$ cat config.mk
export PLATFORM = sky130hd
export DESIGN_NAME = i2c_reg_access_arbiter
export DESIGN_NICKNAME = d
export VERILOG_FILES = /design/src/rtl/i2c_reg_access_arbiter.sv
export SDC_FILE = /design/constraint.sdc
export NUM_CORES = 1
export LEC_CHECK = 0
export CAP_MARGIN = 5
export CORE_ASPECT_RATIO = 1.1
export CORE_UTILIZATION = 45
export DETAILED_ROUTE_END_ITERATION = 10
export PLACE_DENSITY = 0.76
export SLEW_MARGIN = 20
export SYNTH_ARGS = -nofsm -noshare
export SYNTH_HDL_FRONTEND = slang
export SYNTH_SLANG_ARGS = --single-unit
$ cat constraint.sdc
create_clock -name i_clk -period 1.9 [get_ports i_clk]
set_input_delay 0.19 -clock i_clk [delete_from_list [all_inputs] [get_ports i_clk]]
set_output_delay 0.19 -clock i_clk [all_outputs]
set_load 0.005 [all_outputs]
$ cat src/rtl/i2c_reg_access_arbiter.sv
`timescale 1ns/1ps
// i2c_reg_access_arbiter: round-robin share of one I2C master among NUM_REQ register clients.
// Latency: grant 1 cycle after request in IDLE; done 1 cycle after the master's final busy fall.
// Backpressure: requests wait in IDLE while a transaction runs or while the master is busy.
//
// Ports:
//   i_clk, i_rst                  clock, async active-high reset
//   i_req/_rw/_slave/_reg/_wdata  per-client request level and packed request fields
//   o_grant                       one-hot granted client, held until o_done
//   o_done/_done_id/_rd_data/_err completion pulse with client id, read byte, error flag
//   o_m_* / i_m_*                 command/status interface of the I2C master
module i2c_reg_access_arbiter #(
  parameter int NUM_REQ     = 2,
  parameter int TIMEOUT_CYC = 200000
) (
  input  logic                 i_clk,
  input  logic                 i_rst,
  input  logic [NUM_REQ-1:0]   i_req,
  input  logic [NUM_REQ-1:0]   i_req_rw,
  input  logic [7*NUM_REQ-1:0] i_req_slave,
  input  logic [8*NUM_REQ-1:0] i_req_reg,
  input  logic [8*NUM_REQ-1:0] i_req_wdata,
  output logic [NUM_REQ-1:0]   o_grant,
  output logic                 o_done,
  output logic [2:0]           o_done_id,
  output logic [7:0]           o_rd_data,
  output logic                 o_err,
  output logic                 o_m_enable,
  output logic [6:0]           o_m_slave_addr,
  output logic                 o_m_rw,
  output logic [7:0]           o_m_wr_byte,
  input  logic                 i_m_busy,
  input  logic [7:0]           i_m_rd_byte,
  input  logic                 i_m_ack_error
);

  localparam int PTR_W = (NUM_REQ > 1) ? $clog2(NUM_REQ) : 1;
  localparam int CNT_W = $clog2(TIMEOUT_CYC + 1);

  typedef enum logic [2:0] {
    S_IDLE,
    S_CMD_REG,
    S_WR_DATA,
    S_RD_SWITCH,
    S_FINISH,
    S_DRAIN,
    S_DONE
  } state_t;

  state_t             state;
  logic [PTR_W-1:0]   ptr;
  logic [PTR_W-1:0]   nxt_ptr;
  logic [2:0]         cur_id;
  logic               lat_rw;
  logic [7:0]         lat_wdata;
  logic [CNT_W-1:0]   cnt;
  logic               busy_q;

  logic               busy_rise;
  logic               busy_fall;
  logic               timeout;

  assign busy_rise = i_m_busy & ~busy_q;
  assign busy_fall = ~i_m_busy & busy_q;
  assign timeout   = (cnt == CNT_W'(TIMEOUT_CYC - 1));

  // Round-robin pick: lowest requesting index at or above ptr, else lowest overall.
  int                 hi_idx;
  int                 any_idx;
  int                 win_idx;
  int                 win_nxt;
  logic               hi_vld;
  logic               win_vld;
  logic [NUM_REQ-1:0] win_oh;
  logic               win_rw;
  logic [6:0]         win_slave;
  logic [7:0]         win_reg;
  logic [7:0]         win_wdata;

  always_comb begin
    hi_idx    = 0;
    any_idx   = 0;
    hi_vld    = 1'b0;
    win_vld   = |i_req;
    win_oh    = '0;
    win_rw    = 1'b0;
    win_slave = '0;
    win_reg   = '0;
    win_wdata = '0;
    for (int k = NUM_REQ - 1; k >= 0; k--) begin
      if (i_req[k]) begin
        any_idx = k;
        if (k >= int'(ptr)) begin
          hi_idx = k;
          hi_vld = 1'b1;
        end
      end
    end
    win_idx = hi_vld ? hi_idx : any_idx;
    win_nxt = (win_idx == NUM_REQ - 1) ? 0 : win_idx + 1;
    for (int k = 0; k < NUM_REQ; k++) begin
      if (k == win_idx) begin
        win_oh[k] = 1'b1;
        win_rw    = i_req_rw[k];
        win_slave = i_req_slave[7*k +: 7];
        win_reg   = i_req_reg[8*k +: 8];
        win_wdata = i_req_wdata[8*k +: 8];
      end
    end
  end

  always_ff @(posedge i_clk or posedge i_rst) begin
    if (i_rst) begin
      state          <= S_IDLE;
      ptr            <= '0;
      nxt_ptr        <= '0;
      cur_id         <= '0;
      lat_rw         <= 1'b0;
      lat_wdata      <= '0;
      cnt            <= '0;
      busy_q         <= 1'b0;
      o_grant        <= '0;
      o_done         <= 1'b0;
      o_done_id      <= '0;
      o_rd_data      <= '0;
      o_err          <= 1'b0;
      o_m_enable     <= 1'b0;
      o_m_slave_addr <= '0;
      o_m_rw         <= 1'b0;
      o_m_wr_byte    <= '0;
    end else begin
      busy_q <= i_m_busy;
      case (state)
        S_IDLE: begin
          cnt <= '0;
          if (win_vld && !i_m_busy) begin
            o_grant        <= win_oh;
            cur_id         <= 3'(win_idx);
            nxt_ptr        <= PTR_W'(win_nxt);
            lat_rw         <= win_rw;
            lat_wdata      <= win_wdata;
            o_m_enable     <= 1'b1;
            o_m_rw         <= 1'b0;
            o_m_slave_addr <= win_slave;
            o_m_wr_byte    <= win_reg;
            state          <= S_CMD_REG;
          end
        end

        // Address+register byte accepted by the master: queue the second phase.
        S_CMD_REG: begin
          if (busy_rise) begin
            cnt <= '0;
            if (lat_rw) begin
              o_m_rw <= 1'b1;
              state  <= S_RD_SWITCH;
            end else begin
              o_m_wr_byte <= lat_wdata;
              state       <= S_WR_DATA;
            end
          end else if (timeout) begin
            cnt        <= '0;
            o_m_enable <= 1'b0;
            state      <= S_DRAIN;
          end else begin
            cnt <= cnt + 1'b1;
          end
        end

        // Second phase accepted: drop enable so the master stops after this byte.
        S_WR_DATA, S_RD_SWITCH: begin
          if (busy_rise) begin
            cnt        <= '0;
            o_m_enable <= 1'b0;
            state      <= S_FINISH;
          end else if (timeout) begin
            cnt        <= '0;
            o_m_enable <= 1'b0;
            state      <= S_DRAIN;
          end else begin
            cnt <= cnt + 1'b1;
          end
        end

        S_FINISH: begin
          if (busy_fall) begin
            cnt       <= '0;
            o_done    <= 1'b1;
            o_done_id <= cur_id;
            o_err     <= i_m_ack_error;
            if (lat_rw) begin
              o_rd_data <= i_m_rd_byte;
            end
            o_grant   <= '0;
            ptr       <= nxt_ptr;
            state     <= S_DONE;
          end else if (timeout) begin
            cnt        <= '0;
            o_m_enable <= 1'b0;
            state      <= S_DRAIN;
          end else begin
            cnt <= cnt + 1'b1;
          end
        end

        // After a timeout, wait for the master to go quiet; no second timeout here.
        S_DRAIN: begin
          if (!i_m_busy) begin
            o_done    <= 1'b1;
            o_done_id <= cur_id;
            o_err     <= 1'b1;
            o_grant   <= '0;
            ptr       <= nxt_ptr;
            state     <= S_DONE;
          end
        end

        S_DONE: begin
          o_done    <= 1'b0;
          o_done_id <= '0;
          o_err     <= 1'b0;
          state     <= S_IDLE;
        end

        default: state <= S_IDLE;
      endcase
    end
  end

endmodule

# == Yosys cells after proc, flatten, opt, wreduce, memory -nomap -nowiden ==
# Index checks and enable logic that the tools add are counted.
# classes
add_sub_neg,2
order_cmp,1
n_eq_ne,17
mux,60
bitwise,4
n_reduce_logical,22
# op_table
op,count
$mux 32,4
$mux 8,7
$mux 18,3
$pmux 18 s3,1
$eq 2x32->1 const A,1
$eq 32x2->1 const B,1
$logic_not 32->1,1
$mux 3,8
$mux 1,23
$add 18x1->18 const B,1
$eq 18x18->1 const B,1
$ne 2x2->1 const B,8
$pmux 8 s2,1
$reduce_and 4->1,4
$pmux 3 s5,1
$mux 7,2
$eq 3x3->1 const B,3
$pmux 3 s3,1
$reduce_and 3->1,3
$reduce_bool 3->1,3
$eq 3x2->1 const B,2
$mux 2,3
$pmux 1 s3,2
$pmux 2 s3,1
15 further kinds,21
# totals
ff_bits,68
inputBits,62
output_inout_bits,32
elab_cells,123

# == Logic depth before layout (Yosys ltp) ==
# logic_depth
word_depth,9
depth_mapped,8
depth_no_buf,6

# == Worst setup path after synthesis ==
# OpenSTA, ideal clock, no wires.
# synth_timing
path_kind,reg2reg
start,register cnt[0]
end,register state[2]
setup_time_ns,0.125
arrival_ns,1.501
required_ns,1.775
path_slack_ns,0.274
path_stages_with_launch,8
n_path_buf,1
period_less_slack_ns,1.626
cell_sequence,dfrtp_1 ha_1 nand3_1 inv_1 nand4_1 buf_2 a21oi_1 mux2_2
# synth_between
elab_chain_len,4
elab_cells_between_ends,6
cone_classes,eq/ne (1); mux (5)
# synth_rtl
element,line,text
"start, declared",56,logic [CNT_W-1:0] cnt;
"start signal, assigned",166,cnt <= cnt + 1'b1;
"start signal, assigned",181,cnt <= cnt + 1'b1;
"start signal, assigned",202,cnt <= cnt + 1'b1;
$eq 18x18->1 *,65,assign timeout = (cnt == CNT_W'(TIMEOUT_CYC - 1));
$mux 3 *,-,
$mux 3 (on tied branches),-,
$pmux 3 s5 *,-,
"end signal, assigned",114,state <= S_IDLE;
"end signal, assigned",146,state <= S_CMD_REG;
"end signal, assigned",156,state <= S_RD_SWITCH;
"end, declared",50,state_t state;
# Mark *: on every way between the ends. The rest lies on a longest branch, timed or not.
# A chain may end at the register's enable or synchronous reset.

# == Final worst setup path ==
# layout_timing
start,register cnt[9]
end,register state[0]
# The elaborated chain is that of the path after synthesis.

==> metrics <==
status=complete, but fails checks; violated checks=design-rule violations; critical path arrival=~2.0 ns; fin. max-slew vios=0; global-route wire length before repair=12.4 mm; share of cells above drive strength 1=15.1%; Initial Util=46.8%; Synth area leaders=dfrtp_1, mux2i_1, mux2_2, o21ai_0, nand2_1; Worst-Margin Slew=0.522 ns; # rows=32; DRC=5; Setup Skew=about 0.011 ns; Startpoint Class=register; R2R Setup Slk=0.17 ns; ANT cells=0; IO Port Bufs=91; Synth top area share=between 40% and 50%; Area growth syn-to-layout=40.5%; WP data required=roughly 2.2 ns; cell total after placement=just over 500; sequential fraction of the synthesis area=a little under 50%; initial antenna violation count=0; Worst Path Max Fanout=13; routed wire length=7.19 mm; placed inst area=~4500 um^2; post-synth top area cell=dfrtp_1; final period utilization=91.3%; total power=5990 uW; Reg clk slew, reported paths=0.07 ns; Fin. Hold Viols=0; GRT Resource Usage Total=between 20% and 30%; vias per std cell=5.30; cells on worst reg2reg path=5; Final min period=between 1.5 and 2 ns; cell area after synthesis=3320 um^2; post-CTS sizing=0; storage element area=1600 um^2; #FFs+latches synth=64; Int Pwr=4020 uW; Clock power frac=between 10% and 20%; Leak=0.00209 uW; async set-reset flop share out of synthesis=100%; P per Cell Area=between 1000 and 1500 nW/um^2; die area=around 7700 um^2; Clock Path Buffers=2; CTS sink count=64; hold buffers post-CTS=0; DP Wirelength=5.20 mm; final setup TNS=0 ns; Worst Path Class, Setup=reg2reg; Layout Nets=502; Die Span Y=92.0 um; vias in the first global route=2751; Synth cell types=50; fillcell total=552; Multi-input gate area=1570 um^2; WHS=0.231 ns; reg2reg end=state[0]; Peak Freq=just under 600 MHz; Routed Antenna Nets=0; EDFF count, synth=0; die width=roughly 84 um; Setup Buffers After CTS=0; RSZ-0062 raised after global routing=no; H-tree Lvls=3; Peak VDD IR=0.612 mV; Yosys Warn Count=0; initial DRC count=roughly 150; Sw Ratio=33.0%; Skew-Pair Late Insertion Delay=0.33 ns; io pins=94; Net Sw Power=1980 uW; Rel. slew slack=65.2%; RePlAce Congestion=roughly 0.91; total congestion overflow=0; cts bufs inserted=9; largest net degree at the start of global routing=65; non-filler cells in the finished layout=between 500 and 600; power share of the sequential group=35.9%; critical path endpoint category=register; WL/cell=between 10 and 15 um; Tightest Hold Check Type=in2async; max-cap violations=0; Setup violations, final=0; core area=7090 um^2; worst r2r src=cnt[9]; Via Count=~2800; cells after synthesis=332; CTS root buffer=clkbuf_8; combinational share of power=45.2%; Synth Area per Inst=9.99 um^2; DRT Pass-1 Iters=8; ys flop type=dfrtp_1; TritonCTS clock tree=yes; final instance area=4660 um^2
## metrics by stage
step,setup WS [ns],util [%]
floorplan,0.112,-
global placement,0.0714,63.1
detailed placement,0.0758,63.1
CTS,0.174,65.7
global route,0.0199,65.7
finish,0.165,65.7
## logic make-up (layout without fill, tap and decap cells)
group	Yosys count	count (layout)	synth area share [%]
other cells	1	2	0.113
flops	64	64	48.3
simple gates	109	109	16.2
fa+ha+maj	1	1	0.377
mux	43	43	13.7
buf+inv	29	139	4.53
xor+xnor	14	14	3.70
compound gates	71	71	13.1
## how the worst max path moves through the flow
stage / endpoint / slack (ns) / startpoint / cells past startpoint
2_1_floorplan: busy_q / 0.11 / i_rst / 1
3_3_place_gp: o_m_wr_byte[2] / 0.07 / i_m_busy / 6
3_5_place_dp: o_m_wr_byte[1] / 0.08 / i_req[0] / 7
4_1_cts: state[0] / 0.17 / cnt[9] / 5
5_1_grt: state[0] / 0.02 / cnt[9] / 5
6_report: state[0] / 0.17 / cnt[9] / 5
## state kept, by name, summed over array words and instances (netlist names)
register / flops
cnt: 18
lat_wdata: 8
o_m_wr_byte: 8
o_rd_data: 8
o_m_slave_addr: 7
state: 3
o_grant: 2
busy_q: 1
cur_id: 1
lat_rw: 1
nxt_ptr: 1
o_done: 1
o_done_id: 1
o_err: 1
o_m_enable: 1
o_m_rw: 1
ptr: 1
## final cells by class
type	instances	share of cell area (%)
clock buffer	11	3.04
clock inverter	4	0.967
inverter	8	0.645
multi-input combinational	240	33.7
sequential	64	34.4
tap	85	2.28
timing repair buffer	116	24.9
## placed cells by master (no fill, tap or decap), types with 6 or more instances in the layout
| cell type | instances |
|---|---|
| nor3_1 | 6 |
| xor2_1 | 8 |
| nor2_1 | 25 |
| mux2i_1 | 24 |
| o21ai_0 | 37 |
| mux2_2 | 19 |
| nand2_1 | 41 |
| dfrtp_1 | 64 |
| xnor2_1 | 6 |
| inv_1 | 7 |
| nand3_1 | 11 |
| clkbuf_8 | 10 |
| clkdlybuf4s50_1 | 91 |
| buf_4 | 20 |
## routing by layer
layer | wire length, um | global-route usage (%) | up-vias
met2 | 3380 | 33.1 | 94
met4 | 96 | 7.04 | 0
met1 | 3180 | 25.2 | 1320
met5 | 0 | 0 | -
li1 | - | - | 1376
met3 | 530 | 5.94 | 9
## Yosys cell counts (all sizes together), types with 2 or more instances
cell type  number
a21o            3
nor2           25
nand4           4
and3            4
and4            4
o21bai          3
clkbuf          8
nor3            6
mux2           19
inv             8
nand3b          3
buf            13
nor4            3
nand2b          2
a21oi           6
o31ai           2
a31oi           5
o21a            2
dfrtp          64
xnor2           6
xor2            8
o21ai          41
a221oi          2
nand3          11
mux2i          24
nand2          41
nor2b           2
## worst max-delay path, cell delays in order, from the launching register on
cell and delay (ns):
dfrtp_1 0.41, nor4b_1 0.39, nand4_1 0.14, buf_4 0.21, a221oi_1 0.31, o211a_1 0.20
## power by group through the flow
stage	Combinational, uW	Sequential, uW	Clock, uW
2_1_floorplan	1430	2130	0
3_3_place_gp	2670	2150	0
3_5_place_dp	2720	2170	0
4_1_cts	2740	2150	1150
5_1_grt	3010	2220	1210
6_report	2710	2150	1130
(Power assumes the default switching activity.)
